## config.mk

```make
export PLATFORM = sky130hd
export DESIGN_NAME = store_req_queue
export DESIGN_NICKNAME = d
export VERILOG_FILES = /design/src/rtl/store_req_queue.sv
export SDC_FILE = /design/constraint.sdc
export NUM_CORES = 1
export LEC_CHECK = 0
export BUFFER_PORTS_ARGS = -buffer_cell sky130_fd_sc_hd__clkbuf_2
export CAP_MARGIN = 25
export CORE_MARGIN = 3
export CORE_UTILIZATION = 54
export DETAILED_ROUTE_END_ITERATION = 6
export PLACE_DENSITY = 0.88
export SYNTH_ARGS = -nofsm -noshare
export SYNTH_HDL_FRONTEND = slang
export SYNTH_SLANG_ARGS = --single-unit
```

## constraint.sdc

```tcl
create_clock -name clk_i -period 7.6 [get_ports clk_i]
set_clock_uncertainty 0.1 [all_clocks]
set_input_delay 0.38 -clock clk_i [delete_from_list [all_inputs] [get_ports clk_i]]
set_output_delay 0.38 -clock clk_i [all_outputs]
set_load 0.005 [all_outputs]
```

## src/rtl/store_req_queue.sv

```systemverilog
// store_req_queue: FIFO between the issue stage and the store unit, with a zero-latency bypass when empty
//
// Ports:
//   clk_i, rst_i   clock, asynchronous active-high reset
//   flush_i        discard every queued request
//   valid_i        issue-stage store/AMO request present
//   lsu_ctrl_i     issued request payload
//   ready_o        queue accepts a request this cycle (count < DEPTH)
//   valid_o        request presented to the store unit
//   lsu_ctrl_o     oldest request (or the input itself while empty)
//   pop_i          store unit consumed the presented request
//   empty_o        no request stored
//   count_o        stored-entry count
package store_req_queue_pkg;
    typedef struct packed {
        logic [63:0] vaddr;
        logic [63:0] data;
        logic [7:0]  be;
        logic [3:0]  operation;
        logic [2:0]  trans_id;
        logic [63:0] pc;
    } lsu_ctrl_t;
endpackage

module store_req_queue
    import store_req_queue_pkg::*;
#(
    parameter int unsigned DEPTH = 2
) (
    input  logic                       clk_i,
    input  logic                       rst_i,
    input  logic                       flush_i,
    input  logic                       valid_i,
    input  lsu_ctrl_t                  lsu_ctrl_i,
    output logic                       ready_o,
    output logic                       valid_o,
    output lsu_ctrl_t                  lsu_ctrl_o,
    input  logic                       pop_i,
    output logic                       empty_o,
    output logic [$clog2(DEPTH+1)-1:0] count_o
);
    localparam int unsigned PW = $clog2(DEPTH);
    localparam int unsigned CW = $clog2(DEPTH+1);

    logic [CW-1:0] count_q, count_d;
    logic [PW-1:0] rd_q, rd_d, wr_q, wr_d;
    lsu_ctrl_t     mem_q [DEPTH];
    logic          push, pop, store, take;

    assign empty_o    = count_q == '0;
    assign count_o    = count_q;
    assign ready_o    = count_q < CW'(DEPTH);
    assign valid_o    = empty_o ? valid_i : 1'b1;
    assign lsu_ctrl_o = empty_o ? lsu_ctrl_i : mem_q[rd_q];
    assign push       = valid_i & ready_o & ~flush_i;
    assign pop        = pop_i & valid_o & ~flush_i;
    // a request bypassed and consumed in the same cycle while empty is never stored
    assign store      = push & ~(empty_o & pop);
    assign take       = pop & ~empty_o;

    always_comb begin
        count_d = flush_i ? '0 : count_q + CW'(store) - CW'(take);
        wr_d    = flush_i ? '0 : wr_q + PW'(store);
        rd_d    = flush_i ? '0 : rd_q + PW'(take);
    end

    always_ff @(posedge clk_i or posedge rst_i) begin
        if (rst_i) begin
            count_q <= '0;
            rd_q    <= '0;
            wr_q    <= '0;
        end else begin
            count_q <= count_d;
            rd_q    <= rd_d;
            wr_q    <= wr_d;
        end
    end

    // payload storage needs no reset: it is hidden whenever count is 0
    always_ff @(posedge clk_i) begin
        if (store) mem_q[wr_q] <= lsu_ctrl_i;
    end
endmodule

```

Yosys cells after proc, flatten, opt, wreduce, memory -nomap -nowiden
Memories as Yosys holds them, arrays and structs flattened.
Cells that the tools add are included.
{"block": "classes", "n_addsub": 4, "order_cmp": 1, "muxes": 7, "bitwise": 10, "n_reduce_logical": 1}
{"op": "$mux W207", "count": 1}
{"op": "$and A1 B1 Y1", "count": 7}
{"op": "$mux W1", "count": 5}
{"op": "$not A1 Y1", "count": 3}
{"op": "$add A1 B1 Y1", "count": 2}
{"op": "$add A2 B1 Y2", "count": 1}
{"op": "$logic_not A2 Y1", "count": 1}
{"op": "$lt A2 B2 Y1 const B", "count": 1}
{"op": "$mux W2", "count": 1}
{"op": "$sub A2 B1 Y2", "count": 1}
{"block": "totals", "regBits": 4, "mem_bits_rw": 414, "elab_cells": 27, "mem_count": 1}
{"name": "mem_q", "depth": 2, "word_bits": 207, "read_ports": 1, "rd_ports_with_merged_regs": 0, "write_ports": 1, "line_no": "47", "source": "lsu_ctrl_t mem_q [DEPTH];"}

Logic depth before layout (Yosys ltp)
{"block": "logic_depth", "depth_word": 10, "ltp_mapped": 9}

Worst setup path before layout
No wires, ideal clock.
{"block": "synth_timing", "path_type": "register to register", "startpoint": "register count_q[1] (netlist: count_o[1])", "endpoint": "memory mem_q[1][0] in the netlist's numbering (enable)", "setup_ns": 0.594, "arrival_ns": 5.782, "t_required_ns": 6.906, "slack_ns": 1.124, "path_stages_with_launch": 6, "path_buffers": 2, "synth_period_minus_slack_ns": 6.476, "path_cell_list": "dfrtp_1 > clkbuf_2 > clkbuf_1 > nor2_1 > and3_1 > ha_1"}
{"block": "synth_via", "elab_chain_cells": 9, "word_cells_on_any_way": 12, "classes_between": "order compare (1); mux (3); bitwise (7); reduce/logical (1)"}
{"element": "start: declaration", "line_no": "45", "source": "logic [CW-1:0] count_q, count_d;"}
{"element": "start signal: assignment", "line_no": "73", "source": "count_q <= count_d;"}
{"element": "$logic_not A2 Y1", "line_no": "50", "source": "assign empty_o = count_q == '0;"}
{"element": "$mux W1", "line_no": "53", "source": "assign valid_o = empty_o ? valid_i : 1'b1;"}
{"element": "$and A1 B1 Y1 (2 in a row)", "line_no": "56", "source": "assign pop = pop_i & valid_o & ~flush_i;"}
{"element": "$and A1 B1 Y1", "line_no": "58", "source": "assign store = push & ~(empty_o & pop);"}
{"element": "$not A1 Y1", "line_no": "58"}
{"element": "$and A1 B1 Y1 *", "line_no": "58"}
{"element": "$mux W1 *", "line_no": "81", "source": "if (store) mem_q[wr_q] <= lsu_ctrl_i;"}
{"element": "$mux W1 (implied by the code) *", "line_no": "81"}
{"element": "end: declaration", "line_no": "47"}
Mark *: on every way between the ends. The rest lies on a longest branch, timed or not.

==> metrics.csv <==
metric,value,unit
status,"complete, no violations",
slew margin rel.,0.273,
number of global-route vias before repair,13503,
Syn Std Cell Area,18600,um2
vias per cell,5.81,
hpwl dp,26600,um
Worst Hold Launch,lsu_ctrl_i[27],
Post-CTS Resized,0,
cell count after synthesis,1156,
cts bufs inserted,43,
setup violators final,0,
pre-CTS worst setup slack,4220,ps
Total GRT Usage,0.263,
share of layout cells above drive strength 1,0.336,
critical path class,register to output port,
CTS tree,yes,
final critical-path required period,3750,ps
Hold Crit Class,primary input to register,
core area,33700,um2
row cnt,67,
clk_lat worst skew,520,ps
Critical Path Start,count_o[0]$_DFF_PP0_,
worst setup margin,3850,ps
Crit path buffers/inverters,2,
"slowest stage delay, CP",840,ps
Worst Reg-to-Reg Cells,4,
Routed WL,49900,um
Crit. path cell count,4,
top cell type's share of synthesized area,0.670,
Crit Path Max Fanout,86,
Final nets,1971,
full die area,36600,um2
vias,12982,
CP max stage cell,or2_4,
Netlist cell types,26,
crit path launch type,register,
global-route wire length before repair,75700,um
Fmax achieved,0.267,GHz
critical path arrival,3270,ps
crit-path cells,"or2_4, buf_12, a21oi_4, clkbuf_2",
Max rail drop VDD,0.236,mV
Maximum Capacitance Violations,0,
leakage,8.47,nW
final slew viol count,0,
RR Startpoint,count_o[1]$_DFF_PP0_,
Pwr Density,260,nW/um2
Clock Pin Slew Worst Setup and Hold Paths,60,ps
Final ANT Viol Nets,0,
boundary pin count,424,
Synth Register Bits,418,
fin crit share,0.494,
Congestion Overflow GR,0,
setup_tns,0,ps
DRC Markers,0,
RSZ-0062 raised after global routing,false,
die width,191,um
Worst path top cell family by delay,buffers and inverters,
initial antenna violation count,1,
gpl congestion,0.812,
worst hold path cell count,1,
Yosys top cell by area,edfxtp_1,
pin count of the biggest net entering global routing,116,
CP required,7120,ps
clk buf depth,3,
Synth Warn #,0,
CP Capture Type,output port,
WL/cell,22.3,um
Die Span Y,191,um
H-tree Lvls,2,
sequential share of the synthesized area,0.675,
port bufs,423,
TritonRoute pass-1 iters,5,
initial core utilization,0.551,
CTS Sinks,418,
final hold vios,0,
worst slew pin tran,1090,ps
syn avg cell area,16.1,um2
root buf cell,clkbuf_16,
synth top area cells,"edfxtp_1, mux2i_1, a21oi_4",
Mapped Nets,1372,
r2r setup slk,4270,ps
1st-iter DRT viols,1016,
Area Growth Syn to Fin,30.9,%
## metal layers
metal  vias to the layer above  global-route usage  wire length [um]
met5                         -                   0                 0
met4                         0               0.114              2250
met3                       153              0.0460              3970
met2                       837               0.459             25700
met1                      6269               0.322             18000
li1                       5723                   -                 -
## registers in the layout, indices dropped and copies added (netlist names)
register and count:
wr_q 1, rd_q 1, mem_q 414, count_o 2
## report_power, final
group          total, mW  internal, mW  switching [mW]
clock               1.98          1.15           0.833
sequential          2.68          2.63          0.0499
combinational       1.65         0.672           0.975
## repair_timing
| action | CTS | global route |
|---|---|---|
| hold buffers | 208 | 0 |
| setup buffers | 0 | 0 |
| setup endpoints to repair | 0 | 0 |
| endpoints found under the hold margin | 417 | 0 |
## metrics by stage
stage               power [mW]  utilization  cell area [um2]  hold WS (ps)  instances
global route              6.55        0.721            24300          8.30       2236
detailed placement        4.21        0.617            20800           215       1946
global placement          4.17        0.617            20800           210       1946
floorplan                 3.73            -            18600          46.1       1156
CTS                       6.25        0.718            24200          2.29       2231
finish                    6.31        0.721            24300          22.9       2236
## cell type report
class                   count  area, um2
well taps                 448        561
clock buffers              57       1170
inverters                   5       18.8
repair buffers            647       4420
clock inverters            20        140
fillers                  2001       9400
diodes                      1       2.50
multi-input cells         640       5450
flip-flops and latches    418      12500
## worst paths after layout
| check | to |
|---|---|
| hold / removal | mem_q[0][27]$_DFFE_PP_ |
| max in group asynchronous | rd_q$_DFF_PP0_ |
| hold reg to reg | wr_q$_DFF_PP0_ |
| setup / recovery | lsu_ctrl_o[100] |
| setup reg to reg | mem_q[0][126]$_DFFE_PP_ |
| min in group asynchronous | count_o[1]$_DFF_PP0_ |
## cells in the mapped netlist
cell type    n
a21oi_4    100
clkbuf_1    40
nor2_1       5
buf_6        3
xnor3_1      1
inv_1        5
nor3_1     207
clkbuf_2     1
mux2i_1    207
buf_4        3
nor2b_1      2
o21ai_0      1
a21oi_1    107
dfrtp_1      4
mux2_2       1
and3_1       1
buf_8        1
buf_1       11
nand2b_1     1
edfxtp_1   414
or2_1        1
buf_2       24
nand3_1      1
or3_1        1
buf_12      10
ha_1         4
## cell usage in the layout, fill, tap and decap left out
master and n:
edfxtp_1 414, a21oi_1 107, buf_4 10, ha_4 2, a21oi_4 100, and3_1 1
nand3_1 1, clkinv_2 6, bufinv_16 2, mux2_2 1, o21ai_0 1, nor3_1 207
dfrtp_4 3, ha_1 2, nor2b_1 2, clkbuf_16 45, clkbuf_2 423, or3_1 1
dlygate4sd3_1 208, nand2b_1 1, buf_16 3, nor2_1 5, xnor3_1 1, or2_4 1
mux2i_1 207, dfrtp_1 1, inv_1 5, buf_12 3, clkbuf_1 12, diode_2 1
clkinv_1 11, clkinv_4 1
## worst register-to-register path: cells and delay by family, from the launching register on
family,cells,cell delay [ps]
fa+ha+maj,1,750
buf+inv,1,870
simple gates,2,550
flops,1,610
## cells by family (layout without fill, tap and decap cells)
kind of cell             Yosys count  after routing  synth area share
adder cells (fa/ha/maj)            4              4           0.00270
multiplexers                     208            208             0.112
AND/OR/NAND/NOR                  219            219            0.0591
AO/OA/AOI/OAI                    208            208             0.117
buffers and inverters             98            729            0.0327
flip-flops                       418            418             0.675
other                              0              1                 0
XOR/XNOR                           1              1           0.00121
No activity file was read; power rests on OpenSTA's default activity.
